===== src/rtl/mp_out_packer.sv =====
// Packs the pooled byte stream into LANES-byte words and queues them in a FWFT FIFO.
// Optional word_cnt output (successful pops) is enabled by defining MP_PACK_WORD_CNT_EN.
module mp_out_packer #(
    parameter int unsigned LANES = 8,
    parameter int unsigned DEPTH = 4
) (
    input  logic                 clk,
    input  logic                 reset,
    input  logic [7:0]           in,
    input  logic                 in_en,
    input  logic                 flush,
    output logic [8*LANES-1:0]   out_data,
    output logic [LANES-1:0]     out_mask,
    output logic                 out_valid,
    input  logic                 out_ready,
    output logic                 overflow,
    output logic                 busy
`ifdef MP_PACK_WORD_CNT_EN
    ,
    output logic [15:0]          word_cnt
`endif
);

    localparam int unsigned CW    = $clog2(LANES);
    localparam int unsigned AW    = $clog2(DEPTH);
    localparam int unsigned OCC_W = AW + 1;

    logic [CW-1:0]        count;
    logic [8*LANES-1:0]   asm_data;
    logic [8*LANES-1:0]   word_data;
    logic [LANES-1:0]     push_mask;
    logic [CW:0]          filled;
    logic                 full_word;
    logic                 push;
    logic                 push_ok;
    logic                 pop;
    logic                 fifo_full;

    logic [8*LANES-1:0]   mem_data [DEPTH];
    logic [LANES-1:0]     mem_mask [DEPTH];
    logic [AW-1:0]        wr_ptr;
    logic [AW-1:0]        rd_ptr;
    logic [OCC_W-1:0]     occ;

    // The incoming byte is merged before deciding on a push, so flush+in_en
    // yields one word that already includes this byte.
    always_comb begin
        word_data = asm_data;
        for (int unsigned i = 0; i < LANES; i++) begin
            if (in_en && count == CW'(i))
                word_data[i*8 +: 8] = in;
        end
        filled = {1'b0, count} + (CW+1)'(in_en);
        push_mask = '0;
        for (int unsigned i = 0; i < LANES; i++) begin
            push_mask[i] = (i < 32'(filled));
        end
    end

    assign full_word = in_en && (count == CW'(LANES - 1));
    assign push      = full_word || (flush && filled != '0);
    assign fifo_full = (occ == OCC_W'(DEPTH));
    assign out_valid = (occ != '0);
    assign pop       = out_valid && out_ready;
    assign push_ok   = push && (!fifo_full || pop);
    assign busy      = (count != '0) || (occ != '0);
    assign out_data  = out_valid ? mem_data[rd_ptr] : '0;
    assign out_mask  = out_valid ? mem_mask[rd_ptr] : '0;

    always_ff @(posedge clk) begin
        if (reset) begin
            count    <= '0;
            asm_data <= '0;
            wr_ptr   <= '0;
            rd_ptr   <= '0;
            occ      <= '0;
            overflow <= 1'b0;
        end else begin
            if (push) begin
                count    <= '0;
                asm_data <= '0;
            end else if (in_en) begin
                count    <= count + CW'(1);
                asm_data <= word_data;
            end
            if (push_ok)
                wr_ptr <= wr_ptr + AW'(1);
            if (pop)
                rd_ptr <= rd_ptr + AW'(1);
            if (push_ok && !pop)
                occ <= occ + OCC_W'(1);
            else if (pop && !push_ok)
                occ <= occ - OCC_W'(1);
            if (push && fifo_full && !pop)
                overflow <= 1'b1;
        end
    end

    always_ff @(posedge clk) begin
        if (push_ok) begin
            mem_data[wr_ptr] <= word_data;
            mem_mask[wr_ptr] <= push_mask;
        end
    end

`ifdef MP_PACK_WORD_CNT_EN
    always_ff @(posedge clk) begin
        if (reset)
            word_cnt <= '0;
        else if (pop)
            word_cnt <= word_cnt + 16'd1;
    end
`endif

endmodule


===== config.mk =====
export PLATFORM = sky130hd
export DESIGN_NAME = mp_out_packer
export DESIGN_NICKNAME = d
export VERILOG_FILES = /design/src/rtl/mp_out_packer.sv
export SDC_FILE = /design/constraint.sdc
export NUM_CORES = 1
export LEC_CHECK = 0
export CORE_MARGIN = 2
export CORE_UTILIZATION = 45
export DETAILED_ROUTE_END_ITERATION = 10
export GPL_TIMING_DRIVEN = 0
export SKIP_CTS_REPAIR_TIMING = 1
export SLEW_MARGIN = 20
export SYNTH_ARGS = -nofsm -noshare
export SYNTH_HDL_FRONTEND = slang
export SYNTH_SLANG_ARGS = --single-unit

===== constraint.sdc =====
create_clock -name clk -period 4.9 [get_ports clk]
set_clock_uncertainty 0.2 [all_clocks]
set_input_delay 0.735 -clock clk [delete_from_list [all_inputs] [get_ports clk]]
set_output_delay 0.735 -clock clk [all_outputs]
set_load 0.005 [all_outputs]

==> flow_summary.json, run 1 <==
{
  "slew_viol_final": 0,
  "dr.pass1.iters": 4,
  "worst_setup_path_end_kind": "output pin",
  "ir_worst_vdd_v": 0.000283,
  "cts_buffers": 39,
  "area_delta_synth_final_pct": 18.5,
  "path_max_fanout": 10,
  "start_kind": "register",
  "worst_slack_ns": 0.829,
  "reg2reg_from": "count[0]",
  "swShare_pct": 25.0,
  "seqPwrFrac_pct": 42.8,
  "grt_setup_unrepaired": "no",
  "synthSimpleGateAreaFrac_pct": 9.06,
  "io_buffers": 87,
  "final_area_mm2": 0.0171,
  "avgSynthCellArea_um2": 19.0,
  "power_w": 0.00844,
  "synth_edf_count": 288,
  "dpl_cell_area_mm2": 0.0160,
  "critPathCapture": "out_data[57]",
  "num_vias": 7027,
  "clockBufferDepth": 3,
  "cts.reportedPaths.clkPinSlew_ns": 0.06,
  "p_sw_w": 0.00211,
  "clock_sinks": 365,
  "post_route_cells_drive_above_1_share_pct": 27.6,
  "internal-power_w": 0.00633,
  "synth_fa_ha_area_share_pct": 1.26,
  "place_ws_ns": 0.858,
  "synth-async-reset-ratio_pct": 0,
  "gp_congestion": 0.763,
  "cp_slowest_cell": "clkbuf_1",
  "yosys_warnings": 0,
  "ys_ff_latch": 365,
  "wire_per_inst_um": 21.9,
  "crit_required_ns": 3.96,
  "yosys.area.top_type": "edfxtp_1",
  "synth_mux_area_share_pct": 16.5,
  "synthTopCellsByArea": "edfxtp_1 (60%), mux4_2 (11%), dfxtp_1 (11%)",
  "synth_commonest_cells": "edfxtp_1 (288), dfxtp_1 (77), and2_1 (76)",
  "grt_overflow_total": 0,
  "run_status": "completed",
  "clkPwrFrac_pct": 31.8,
  "die_h_um": 183,
  "dp_hpwl_mm": 18.0,
  "cts-root-buf": "clkbuf_16",
  "synth_compound_area_share_pct": 0.545,
  "regToRegEndpoint": "occ[2]",
  "syn_nets": 787,
  "grt_pass1_vias": 7639,
  "clock_latency_ns": 0.51,
  "reg2reg_slack_ns": 1.71,
  "power.density_mw_per_mm2": 493,
  "setup_viol": 0,
  "synth_top_family_by_area": "multiplexers",
  "nets": 919,
  "reg2reg_depth": 12,
  "hp-class": "register to register",
  "yosysMostFrequentCell": "edfxtp_1",
  "slowest_delay_ns": 0.64,
  "num_io_pins": 88,
  "worst_ep_arrival_time_ns": 3.14,
  "seq_area_frac_synth_pct": 70.5,
  "grt_max_degree": 42,
  "netlist_area_mm2": 0.0145,
  "relSlewSlack_pct": 45.8,
  "path_buf_inv": 3,
  "antenna_found_initial": 0,
  "die_w_um": 183,
  "cts_tree": "done",
  "cp_top_family": "buffers and inverters",
  "fin_crit_ns": 4.07,
  "wl_mm": 29.0,
  "netlist.area_leader.share_pct": 59.8,
  "worstMarginPinSlew_ns": 0.813,
  "period_share_pct": 83.1,
  "grt_pass1_wl_mm": 44.3,
  "drc": 0,
  "cts_max_level": 2,
  "p_leak_nw": 5.78,
  "dpl.cell_count": 1253,
  "synth_xor_area_share_pct": 0.363,
  "path_class": "register to output pin",
  "core_area_mm2": 0.0316,
  "critPathLaunch": "occ[0]",
  "cp.depth": 5,
  "rows": 65,
  "die-area_mm2": 0.0336,
  "antenna_left": 0,
  "ys_types": 36,
  "viasPerCell": 5.31,
  "grt_usage_pct": 17.8,
  "initial_core_util_pct": 45.7,
  "drt_iter0_markers": 405,
  "finalHoldViolCount": 0,
  "drv_cap": 0,
  "stdcell_count": 1324,
  "timing.fmax_ghz": 0.246,
  "cpMostUsedCell": "clkbuf_1",
  "syn_inst": 760,
  "synth_ff_type": "edfxtp_1",
  "power_frac_comb_pct": 25.4,
  "crit_chain": "or3_1 -> clkbuf_1 -> clkbuf_1 -> and2_1 -> clkdlybuf4s50_1"
}
==> through the flow <==
stage,TNS (ns),hold slack [ns],utilization [%]
6_report,0,0.270,54.2
2_1_floorplan,0,0.242,-
5_1_grt,0,0.303,54.2
4_1_cts,0,0.271,54.2
3_3_place_gp,-371.07,0.255,50.1
3_5_place_dp,0,0.263,50.4
==> cells in the final DEF, fill, tap and decap left out, types with 8 or more instances in the layout <==
cell type        count
nor2b_1             34
ha_1                13
clkbuf_16           41
clkdlybuf4s50_1     87
edfxtp_1           288
clkbuf_1            24
dfxtp_1             77
clkinv_2             8
nor2b_4             31
mux4_2              72
inv_1               10
and2_1              72
nor2_1              11
mux2_2              65
==> worst min-delay path, stage by stage (launching register included) <==
cell     delay (ns)
dfxtp_1        0.32
inv_1          0.05
a21oi_1        0.05
==> cell type report <==
cell class | count | area, um2
Antenna cell | 1 | 2.50
Buffer | 35 | 228
Clock buffer | 57 | 1120
Clock inverter | 13 | 63.8
Fill cell | 2496 | 14500
Inverter | 10 | 37.5
Multi-Input combinational cell | 350 | 4020
Sequential cell | 365 | 10200
Tap cell | 402 | 503
Timing Repair Buffer | 91 | 981
==> kinds of logic after synthesis <==
group	after synthesis
multiplexers	140
XOR/XNOR	6
buffers and inverters	45
AO/OA/AOI/OAI	13
adder cells (fa/ha/maj)	14
AND/OR/NAND/NOR	177
flip-flops	365
==> state kept, by name (all words and copies together), names as in the netlist, named ones only <==
register,cells
asm_data,64
mem_data,256
rd_ptr,2
occ,3
wr_ptr,2
mem_mask,32
count,3
overflow,1
==> worst min-delay path by stage <==
| stage | startpoint | to | slack, ns | cells after the start |
|---|---|---|---|---|
| final | overflow | overflow | 0.27 | 2 |
| after global routing | overflow | overflow | 0.30 | 2 |
| after CTS | overflow | overflow | 0.27 | 2 |
| after detailed placement | overflow | overflow | 0.26 | 2 |
| after global placement | overflow | overflow | 0.26 | 2 |
| after floorplan | overflow | overflow | 0.24 | 2 |
==> metal layers <==
metal	part of all wire [%]	GRT usage, %	wire length (um)	vias to the layer above
li1	-	-	-	3169
met1	43	23.5	12500	3654
met2	51	31.3	14700	172
met3	4.3	2.56	1260	32
met4	1.8	4.32	513	0
met5	0	0	0	-
==> power groups by stage <==
| stage | clock, W | combinational (W) | sequential (W) |
|---|---|---|---|
| CTS | 0.00275 | 0.00221 | 0.00362 |
| global route | 0.00288 | 0.00234 | 0.00363 |
| finish | 0.00268 | 0.00214 | 0.00361 |
| detailed placement | 0 | 0.00219 | 0.00368 |
| global placement | 0 | 0.00213 | 0.00369 |
| floorplan | 0 | 0.00119 | 0.00367 |
(Power assumes the default switching activity.)
==> inputs of run 2 (changes only) <==
==> constraint.sdc (replaced) <==
create_clock -name clk -period 4.11 [get_ports clk]
set_clock_uncertainty 0.2 [all_clocks]
set_input_delay 0.6165 -clock clk [delete_from_list [all_inputs] [get_ports clk]]
set_output_delay 0.6165 -clock clk [all_outputs]
set_load 0.005 [all_outputs]
==> results of run 2 <==
Same layout as run 1 (identical final DEF). Status: completed.
Among the figures that moved: setup slack after placement 0.858 ns -> 0.187 ns; setup slack after layout 0.829 ns -> 0.157 ns; register-to-register setup slack 1.71 ns -> 0.92 ns; total power 0.00844 W -> 0.0101 W; worst IR drop on VDD 0.000283 V -> 0.000337 V
